$ cat config.mk
export PLATFORM = sky130hd
export DESIGN_NAME = axi_pixel_wr_arbiter
export DESIGN_NICKNAME = d
export VERILOG_FILES = /design/src/rtl/axi_pixel_wr_arbiter.sv
export SDC_FILE = /design/constraint.sdc
export NUM_CORES = 1
export LEC_CHECK = 0
export ABC_AREA = 1
export ABC_CLOCK_PERIOD_IN_PS = 1380
export BUFFER_PORTS_ARGS = -buffer_cell sky130_fd_sc_hd__buf_2
export CORE_MARGIN = 3
export CORE_UTILIZATION = 38
export CTS_CLUSTER_DIAMETER = 30
export DETAILED_ROUTE_END_ITERATION = 12
export PLACE_DENSITY = 0.79
export SLEW_MARGIN = 25
export SYNTH_ARGS = -nofsm -noshare
export SYNTH_HDL_FRONTEND = slang
export SYNTH_SLANG_ARGS = --single-unit
$ cat constraint.sdc
create_clock -name m_axi_aclk -period 1.38 [get_ports m_axi_aclk]
set_input_delay 0.138 -clock m_axi_aclk [delete_from_list [all_inputs] [get_ports m_axi_aclk]]
set_output_delay 0.138 -clock m_axi_aclk [all_outputs]
set_load 0.1 [all_outputs]
$ cat src/rtl/axi_pixel_wr_arbiter.sv
// Round-robin arbiter funnelling N_REQ pixel writers into single-beat AXI4 writes,
// with exactly one transaction outstanding at a time.
module axi_pixel_wr_arbiter #(
   parameter int unsigned N_REQ                          = 2,
   parameter logic [31:0] C_M_AXI_TARGET_SLAVE_BASE_ADDR = 32'h40000000
) (
   input  logic                m_axi_aclk,
   input  logic                m_axi_aresetn,
   input  logic [N_REQ-1:0]    req_valid_i,
   output logic [N_REQ-1:0]    req_ready_o,
   input  logic [32*N_REQ-1:0] req_addr_i,
   input  logic [32*N_REQ-1:0] req_data_i,
   input  logic [4*N_REQ-1:0]  req_strb_i,
   output logic [N_REQ-1:0]    req_done_o,
   output logic [N_REQ-1:0]    req_err_o,
   output logic [31:0]         m_axi_awaddr,
   output logic [7:0]          m_axi_awlen,
   output logic [2:0]          m_axi_awsize,
   output logic [1:0]          m_axi_awburst,
   output logic                m_axi_awlock,
   output logic [3:0]          m_axi_awcache,
   output logic [2:0]          m_axi_awprot,
   output logic [3:0]          m_axi_awqos,
   output logic                m_axi_awvalid,
   input  logic                m_axi_awready,
   output logic [31:0]         m_axi_wdata,
   output logic [3:0]          m_axi_wstrb,
   output logic                m_axi_wlast,
   output logic                m_axi_wvalid,
   input  logic                m_axi_wready,
   input  logic [1:0]          m_axi_bresp,
   input  logic                m_axi_bvalid,
   output logic                m_axi_bready
);
   localparam int unsigned PW = (N_REQ > 1) ? $clog2(N_REQ) : 1;

   typedef enum logic [1:0] {IDLE, XFER, RESP} state_t;
   state_t r_state, w_state_nxt;

   logic [PW-1:0]    r_rr_ptr, r_gidx;
   logic [PW-1:0]    w_gidx, w_lo_idx, w_hi_idx;
   logic             w_found, w_lo_found, w_hi_found;
   logic [31:0]      w_sel_addr, w_sel_data;
   logic [3:0]       w_sel_strb;
   logic [N_REQ-1:0] w_ready;
   logic             w_aw_fin, w_w_fin, w_b_hs;
   logic [31:0]      r_awaddr, r_wdata;
   logic [3:0]       r_wstrb;
   logic             r_awvalid, r_wvalid, r_bready;
   logic [N_REQ-1:0] r_done, r_err;

   // Round-robin: lowest valid index at or above the pointer, else wrap to lowest valid.
   always_comb begin
      w_lo_found = 1'b0;
      w_lo_idx   = '0;
      w_hi_found = 1'b0;
      w_hi_idx   = '0;
      for (int unsigned i = 0; i < N_REQ; i++) begin
         if (req_valid_i[i] && !w_lo_found) begin
            w_lo_found = 1'b1;
            w_lo_idx   = PW'(i);
         end
         if (req_valid_i[i] && (i >= 32'(r_rr_ptr)) && !w_hi_found) begin
            w_hi_found = 1'b1;
            w_hi_idx   = PW'(i);
         end
      end
      w_found = w_lo_found;
      w_gidx  = w_hi_found ? w_hi_idx : w_lo_idx;
   end

   always_comb begin
      w_sel_addr = '0;
      w_sel_data = '0;
      w_sel_strb = '0;
      for (int unsigned i = 0; i < N_REQ; i++) begin
         if (PW'(i) == w_gidx) begin
            w_sel_addr = req_addr_i[i*32 +: 32];
            w_sel_data = req_data_i[i*32 +: 32];
            w_sel_strb = req_strb_i[i*4 +: 4];
         end
      end
   end

   always_comb begin
      w_ready = '0;
      if ((r_state == IDLE) && w_found && m_axi_aresetn)
         w_ready[w_gidx] = 1'b1;
   end

   assign w_aw_fin = !r_awvalid || m_axi_awready;
   assign w_w_fin  = !r_wvalid || m_axi_wready;
   assign w_b_hs   = r_bready && m_axi_bvalid;

   always_ff @(posedge m_axi_aclk or negedge m_axi_aresetn) begin
      if (!m_axi_aresetn) r_state <= IDLE;
      else                r_state <= w_state_nxt;
   end

   always_comb begin
      w_state_nxt = r_state;
      case (r_state)
         IDLE:    if (w_found) w_state_nxt = XFER;
         XFER:    if (w_aw_fin && w_w_fin) w_state_nxt = RESP;
         RESP:    if (w_b_hs) w_state_nxt = IDLE;
         default: w_state_nxt = IDLE;
      endcase
   end

   always_ff @(posedge m_axi_aclk or negedge m_axi_aresetn) begin
      if (!m_axi_aresetn) begin
         r_rr_ptr  <= '0;
         r_gidx    <= '0;
         r_awaddr  <= C_M_AXI_TARGET_SLAVE_BASE_ADDR;
         r_wdata   <= '0;
         r_wstrb   <= '0;
         r_awvalid <= 1'b0;
         r_wvalid  <= 1'b0;
         r_bready  <= 1'b0;
         r_done    <= '0;
         r_err     <= '0;
      end else begin
         r_done <= '0;
         r_err  <= '0;
         case (r_state)
            IDLE: begin
               if (w_found) begin
                  r_gidx    <= w_gidx;
                  r_awaddr  <= C_M_AXI_TARGET_SLAVE_BASE_ADDR + (w_sel_addr & 32'hFFFF_FFFC);
                  r_wdata   <= w_sel_data;
                  r_wstrb   <= w_sel_strb;
                  r_awvalid <= 1'b1;
                  r_wvalid  <= 1'b1;
               end
            end
            XFER: begin
               if (m_axi_awready) r_awvalid <= 1'b0;
               if (m_axi_wready)  r_wvalid  <= 1'b0;
               if (w_aw_fin && w_w_fin) r_bready <= 1'b1;
            end
            RESP: begin
               if (w_b_hs) begin
                  r_bready       <= 1'b0;
                  r_done[r_gidx] <= 1'b1;
                  r_err[r_gidx]  <= |m_axi_bresp;
                  r_rr_ptr       <= (r_gidx == PW'(N_REQ - 1)) ? '0 : r_gidx + PW'(1);
               end
            end
            default: ;
         endcase
      end
   end

   assign req_ready_o   = w_ready;
   assign req_done_o    = r_done;
   assign req_err_o     = r_err;
   assign m_axi_awaddr  = r_awaddr;
   assign m_axi_awlen   = 8'h00;
   assign m_axi_awsize  = 3'h2;
   assign m_axi_awburst = 2'h1;
   assign m_axi_awlock  = 1'b0;
   assign m_axi_awcache = 4'h2;
   assign m_axi_awprot  = 3'h0;
   assign m_axi_awqos   = 4'h0;
   assign m_axi_awvalid = r_awvalid;
   assign m_axi_wdata   = r_wdata;
   assign m_axi_wstrb   = r_wstrb;
   assign m_axi_wvalid  = r_wvalid;
   assign m_axi_wlast   = r_wvalid;
   assign m_axi_bready  = r_bready;

endmodule

==> results of run 1 <==
## routing by layer
layer	routed length, microns	vias up	track usage
met5	0	-	0
met4	154	0	0.06842
met3	947	15	0.04138
met2	6608	181	0.3575
met1	5152	1895	0.2332
li1	-	1879	-
## cell usage in the layout, fill, tap and decap left out
cell type      instances
nand2_1               88
nor2_4                 1
clkbuf_1               1
nor3_2                 1
buf_12                10
nor3_1                 1
nand3_1                7
dfrtp_2                3
clkbuf_16              7
buf_16                 3
clkbuf_8              11
buf_8                  1
bufinv_16              2
inv_1                 15
o21ai_2                1
o21ai_1               96
dfrtp_1               73
a21oi_1                1
nand2_2                1
inv_2                  1
dlygate4sd3_1          1
o21ai_0               35
buf_4                 10
inv_4                  1
nand3b_1               1
nor2_1                69
conb_1                27
clkinv_2               2
buf_2                212
buf_6                  2
dfstp_2                1
nor3_4                 2
## final timing paths
path | to | slack (ns) | start | cells after the start
worst max-delay path | req_ready_o[0] | -0.20 | r_state[0]$_DFFE_PN0P_ | 4
worst min-delay path | req_err_o[0]$_DFF_PN0_ | 0.04 | m_axi_bresp[0] | 3
worst min register to register | m_axi_awaddr[7]$_DFFE_PN0P_ | 0.49 | m_axi_awaddr[7]$_DFFE_PN0P_ | 2
min in group asynchronous | req_done_o[0]$_DFF_PN0_ | 0.43 | m_axi_aresetn | 3
max in group asynchronous | m_axi_awaddr[30]$_DFFE_PN1P_ | 0.61 | m_axi_aresetn | 3
worst max register to register | m_axi_awaddr[31]$_DFFE_PN0P_ | -0.06 | r_rr_ptr$_DFFE_PN0P_ | 10
## through the flow
stage	setup TNS (ns)	setup WS [ns]
6_report	-0.7617	-0.2032
5_1_grt	-3.806	-0.2740
4_1_cts	-0.4171	-0.2044
3_5_place_dp	-0.01685	-0.01685
3_3_place_gp	0	0.05374
2_1_floorplan	-0.6144	-0.4413
## sequential cells by signal, indices dropped and copies added, names as in the netlist
name / flops
m_axi_bready: 1
m_axi_wlast: 1
m_axi_wstrb: 4
m_axi_wdata: 32
m_axi_awaddr: 30
req_err_o: 2
r_rr_ptr: 1
r_state: 2
r_gidx: 1
m_axi_awvalid: 1
req_done_o: 2
## cell type report
class                           instances  area (sq um)
Sequential cell                        77          1932
Tap cell                              129         161.4
Inverter                               17         66.31
Multi-Input combinational cell        331          1468
Clock inverter                          4         70.07
Clock buffer                           12         155.1
Fill cell                             876          3877
Timing Repair Buffer                  246          1642
## cell families (layout without fill, tap and decap cells)
family | Yosys count | count (layout) | synth area share
AOI/OAI and AO/OA | 133 | 133 | 0.1794
and+or+nand+nor | 171 | 171 | 0.1815
buffers and inverters | 73 | 279 | 0.1174
DFF | 77 | 77 | 0.5197
other | 2 | 27 | 0.002024
## repair_timing
item | in CTS | in global routing
setup endpoints to repair | 4 | 68
endpoints found under the hold margin | 76 | 0
buffers inserted | 6 | 2
hold buffers | 1 | 0
gates cloned | 1 | 10
resized for setup | 5 | 28
pin swaps | 3 | 3
## cells in the mapped netlist
cell,n
dfrtp_1,76
o21ai_1,80
nand2_2,1
clkbuf_1,9
conb_1,2
buf_6,4
nor3_4,1
inv_1,15
inv_2,2
nand3b_1,1
nand2_1,88
a21oi_1,1
clkbuf_2,1
buf_2,11
nor2_1,70
nor3_1,3
o21ai_0,52
nand3_1,7
buf_4,31
dfstp_2,1
## worst max-delay path, cell delays in order, from the launching register on
cell and delay (ns):
dfrtp_1 0.42, nor3_4 0.22, inv_2 0.08, nor3_4 0.20, buf_12 0.20
==> results by group, run 1 <==
Finish
  – Ant diodes: 0
  – Final design utilization: 0.5862
  – Post-route design area: between 5000 and 6000 sq um
  – Fin cells: 816
  – Share of cells above drive strength 1: 0.3959
  – Fin nets: 827
  – Area added between synthesis and finish: 48.09%

Synthesis
  – Yosys top cell area share: 0.5126
  – Synth unique cells: 20
  – Main area contributors after synthesis: dfrtp_1, o21ai_1, nand2_1
  – Ys Warns: 0
  – Yosys top cell by area: dfrtp_1
  – Syn Area/Cell: 8.136 sq um
  – Cell Area, Synth: 3710 sq um
  – Seq cells post-synth: 77
  – Sequential share of the synthesized area: 0.5197
  – Cells after Synth: approximately 460

Timing
  – RSZ-0062 raised after global routing: yes
  – Worst Tran Pin Value: 0.5178 ns
  – Fmax achieved: ~630 MHz
  – Worst relative slew slack: 0.6572
  – Setup WS post-layout: -0.2032 ns
  – Final setup viols: 22
  – Max Slew Vio Count: 0
  – Worst hold margin: 0.04207 ns
  – Min cycle time layout: 1.583 ns
  – Tcrit/Tclk final: 1.147
  – Final Hold Fails: 0
  – Fin Clk Skew: roughly 0.013 ns

Clock network
  – CTS H-tree lvls: 3
  – CTS buffer count: 9
  – CTS tree: built
  – Root Driver: clkbuf_8
  – Clock buffer depth: 2
  – Clk slew on worst S/H paths: 0.08 ns
  – Clock Latency Late Sink: 0.34 ns
  – Sinks on Clock Net: 77

Setup path
  – Startpoint Class: flop
  – Crit path kind: flop to output pin
  – Endpoint class of the critical path: output pin
  – WP data arrival: 1.45 ns
  – Critical path peak fanout: 3
  – Worst EP required: 1.24 ns

Place
  – Placed cell count: between 700 and 800
  – Routability cong.: 0.8270
  – PortBufs: 216
  – HPWL after DPL: 7.900 mm
  – Placed standard-cell area: 4895 sq um

Floorplanning
  – Die area: 10,980 sq um
  – Initial Util: 0.3959
  – # rows: 35
  – Die Wd: 104.8 microns
  – Die outline height: 104.8 microns
  – I/O Pins: about 250
  – Core box area: 9371 sq um

Drt
  – Initial DRC Count: between 200 and 250
  – Routed len/inst: 15.76 microns
  – Avg Vias per Cell: 4.865
  – Routed Wire Length: roughly 13 mm
  – First-pass iteration count of the detailed router: 7
  – Via count: 3,970
  – DRT antenna net count: 0
  – Post-route DRC: 0

Global route
  – GRT Overall Usage: 0.1984
  – Antenna violations before repair: 0
  – Grt ovf: 0
  – Vias in the first global route: approximately 3.8k
  – Largest net degree at the start of global routing: 78
  – First-pass GRT wire length: between 15 and 20 mm

Run status
  – Status: finished, violations left
  – Failing checks: negative setup slack

Min path
  – HP Class: input port to flop

Run
  – Max cap viols: 0
Power of run 1 is not shown: default switching activity piles up to over one toggle a cycle in this logic, so the estimate is an artifact.
==> run 2: changes to the inputs <==
--- a/config.mk
+++ b/config.mk
@@ -13,6 +13,7 @@
 export CTS_CLUSTER_DIAMETER = 30
 export DETAILED_ROUTE_END_ITERATION = 12
 export PLACE_DENSITY = 0.79
+export REMOVE_ABC_BUFFERS = 1
 export SLEW_MARGIN = 25
 export SYNTH_ARGS = -nofsm -noshare
 export SYNTH_HDL_FRONTEND = slang
==> results by group, run 2 (synthesized netlist as in run 1, its figures left out) <==
Clock network
  – Root Driver: clkbuf_8
  – Sinks on Clock Net: 77
  – Clock buffer depth: 2
  – Clock Latency Late Sink: 0.34 ns
  – Clk slew on worst S/H paths: 0.08 ns
  – CTS H-tree lvls: 3
  – CTS tree: built
  – CTS buffer count: 9

Setup path
  – Cells along the critical path: nor3_4, buf_4, buf_6, buf_12, buf_12, clkbuf_16, o21ai_0, o21ai_1
  – Cell family with most CP delay: buffers and inverters
  – R2R setup slack: -0.21 ns
  – Slowest-stage cell, CP: dfrtp_1
  – CP Buf/Inv Count: 5
  – Worst EP required: between 1.5 and 2 ns
  – Worst reg2reg endpoint: m_axi_awaddr[21]$_DFFE_PN0P_
  – WP data arrival: approximately 1.9 ns
  – Worst R2R Start: r_state[1]$_DFFE_PN0P_
  – Crit path kind: flop to flop
  – Worst-case reg-to-reg path depth: 8
  – Most common cell on crit path: buf_12
  – Startpoint Class: flop
  – Endpoint class of the critical path: flop
  – Critical path peak fanout: 8
  – Worst stage delay on the critical path: 0.41 ns

Timing
  – Min cycle time layout: 1.590 ns
  – Worst relative slew slack: 0.6616
  – Final setup viols: a little under 70
  – Worst Tran Pin Value: 0.5110 ns
  – Fin Clk Skew: 0.01179 ns
  – Fmax achieved: roughly 630 MHz
  – Max Slew Vio Count: 0
  – Tcrit/Tclk final: 1.152
  – Setup WS post-layout: -0.2095 ns
  – Final Hold Fails: 0
  – RSZ-0062 raised after global routing: yes

Place
  – Placed standard-cell area: about 4800 sq um
  – HPWL after DPL: 8.058 mm
  – Placed cell count: 785
  – Routability cong.: 0.8184
  – PortBufs: 216

Min path
  – Hold Path Origin: req_addr_i[41]
  – HP Class: input port to flop
  – Hold Path End: m_axi_awaddr[9]$_DFFE_PN0P_
  – Hold Path Depth: 3

Drt
  – Routed Wire Length: 12.53 mm
  – Routed len/inst: around 15 microns
  – Avg Vias per Cell: 4.819
  – Initial DRC Count: 252
  – DRT antenna net count: 0
  – First-pass iteration count of the detailed router: 4
  – Via count: around 4k
  – Post-route DRC: 0

Floorplanning
  – Initial Util: 0.3959
  – Die outline height: roughly 100 microns
  – Die Wd: around 100 microns
  – I/O Pins: 248
  – # rows: 35
  – Die area: about 11,000 sq um
  – Core box area: 9371 sq um

Finish
  – Share of cells above drive strength 1: 0.4763
  – Post-route design area: 5752 sq um
  – Fin nets: 835
  – Fin cells: 824
  – Area added between synthesis and finish: 55.04%
  – Ant diodes: 0
  – Most common cell after layout, fill and taps aside: buf_2
  – Commonest cells after routing, fill and taps aside: buf_2, nand2_1, dfrtp_1
  – Max FFs per register: 32

Global route
  – Vias in the first global route: 3,637
  – Largest net degree at the start of global routing: 40
  – Grt ovf: 0
  – First-pass GRT wire length: 16.70 mm
  – GRT Overall Usage: 0.1839
  – Antenna violations before repair: 0

Run status
  – Status: finished, violations left
  – Failing checks: negative setup slack

Run
  – Max cap viols: 0
run 2: per-stage QoR:
stage	setup WS, ns	setup TNS [ns]	hold slack [ns]	utilization
after detailed placement	-0.05143	-0.2169	-0.02320	0.5172
final	-0.2095	-8.640	0.04285	0.6138
after CTS	-0.2384	-0.4691	0.02990	0.5498
after global placement	0.005031	0	-0.02267	0.5172
after floorplan	-3.048	-81.29	-0.1576	-
after global routing	-0.2981	-14.10	0.03005	0.6138
run 2: area by class of cell:
class | count | area, sq um
clock inverters | 4 | 97.59
inverters | 17 | 63.81
fillers | 811 | 3620
multi-input cells | 331 | 1688
well taps | 129 | 161.4
repair buffers | 254 | 1668
flip-flops and latches | 77 | 1928
clock buffers | 12 | 145.1
run 2: worst max-delay path by stage:
stage	startpoint	end	slack, ns	cells after the start
after floorplan	r_state[1]$_DFFE_PN0P_	req_ready_o[0]	-3.05	3
after global placement	r_state[1]$_DFFE_PN0P_	m_axi_awaddr[14]$_DFFE_PN0P_	0.005	4
after detailed placement	r_state[0]$_DFFE_PN0P_	m_axi_awaddr[14]$_DFFE_PN0P_	-0.05	4
after CTS	r_state[0]$_DFFE_PN0P_	req_ready_o[0]	-0.24	5
after global routing	r_state[1]$_DFFE_PN0P_	m_axi_wdata[14]$_DFFE_PN0P_	-0.30	8
final	r_state[1]$_DFFE_PN0P_	m_axi_awaddr[21]$_DFFE_PN0P_	-0.21	8
run 2: layer usage:
metal	part of all wire	up-vias	track usage
met4	0.021	0	0.08060
met5	0	-	0
met1	0.41	1830	0.2284
met2	0.50	226	0.3089
li1	-	1891	-
met3	0.069	24	0.03830
run 2: timing repair:
item                                    CTS  global route
cloned                                    0             8
hold buffers                              1             0
resized for setup                         8           116
endpoints found under the hold margin    77             0
endpoints found under the setup margin   25            72
buffers inserted                          4            11
pin swaps                                 4            53
run 2: worst reg2reg max path, delay by kind of cell (launching register included):
family | cells | cell delay (ns)
flip-flops | 1 | 0.41
AO/OA/AOI/OAI | 2 | 0.22
buffers and inverters | 5 | 0.66
AND/OR/NAND/NOR | 1 | 0.23
Power of run 2 is left out for the same reason.
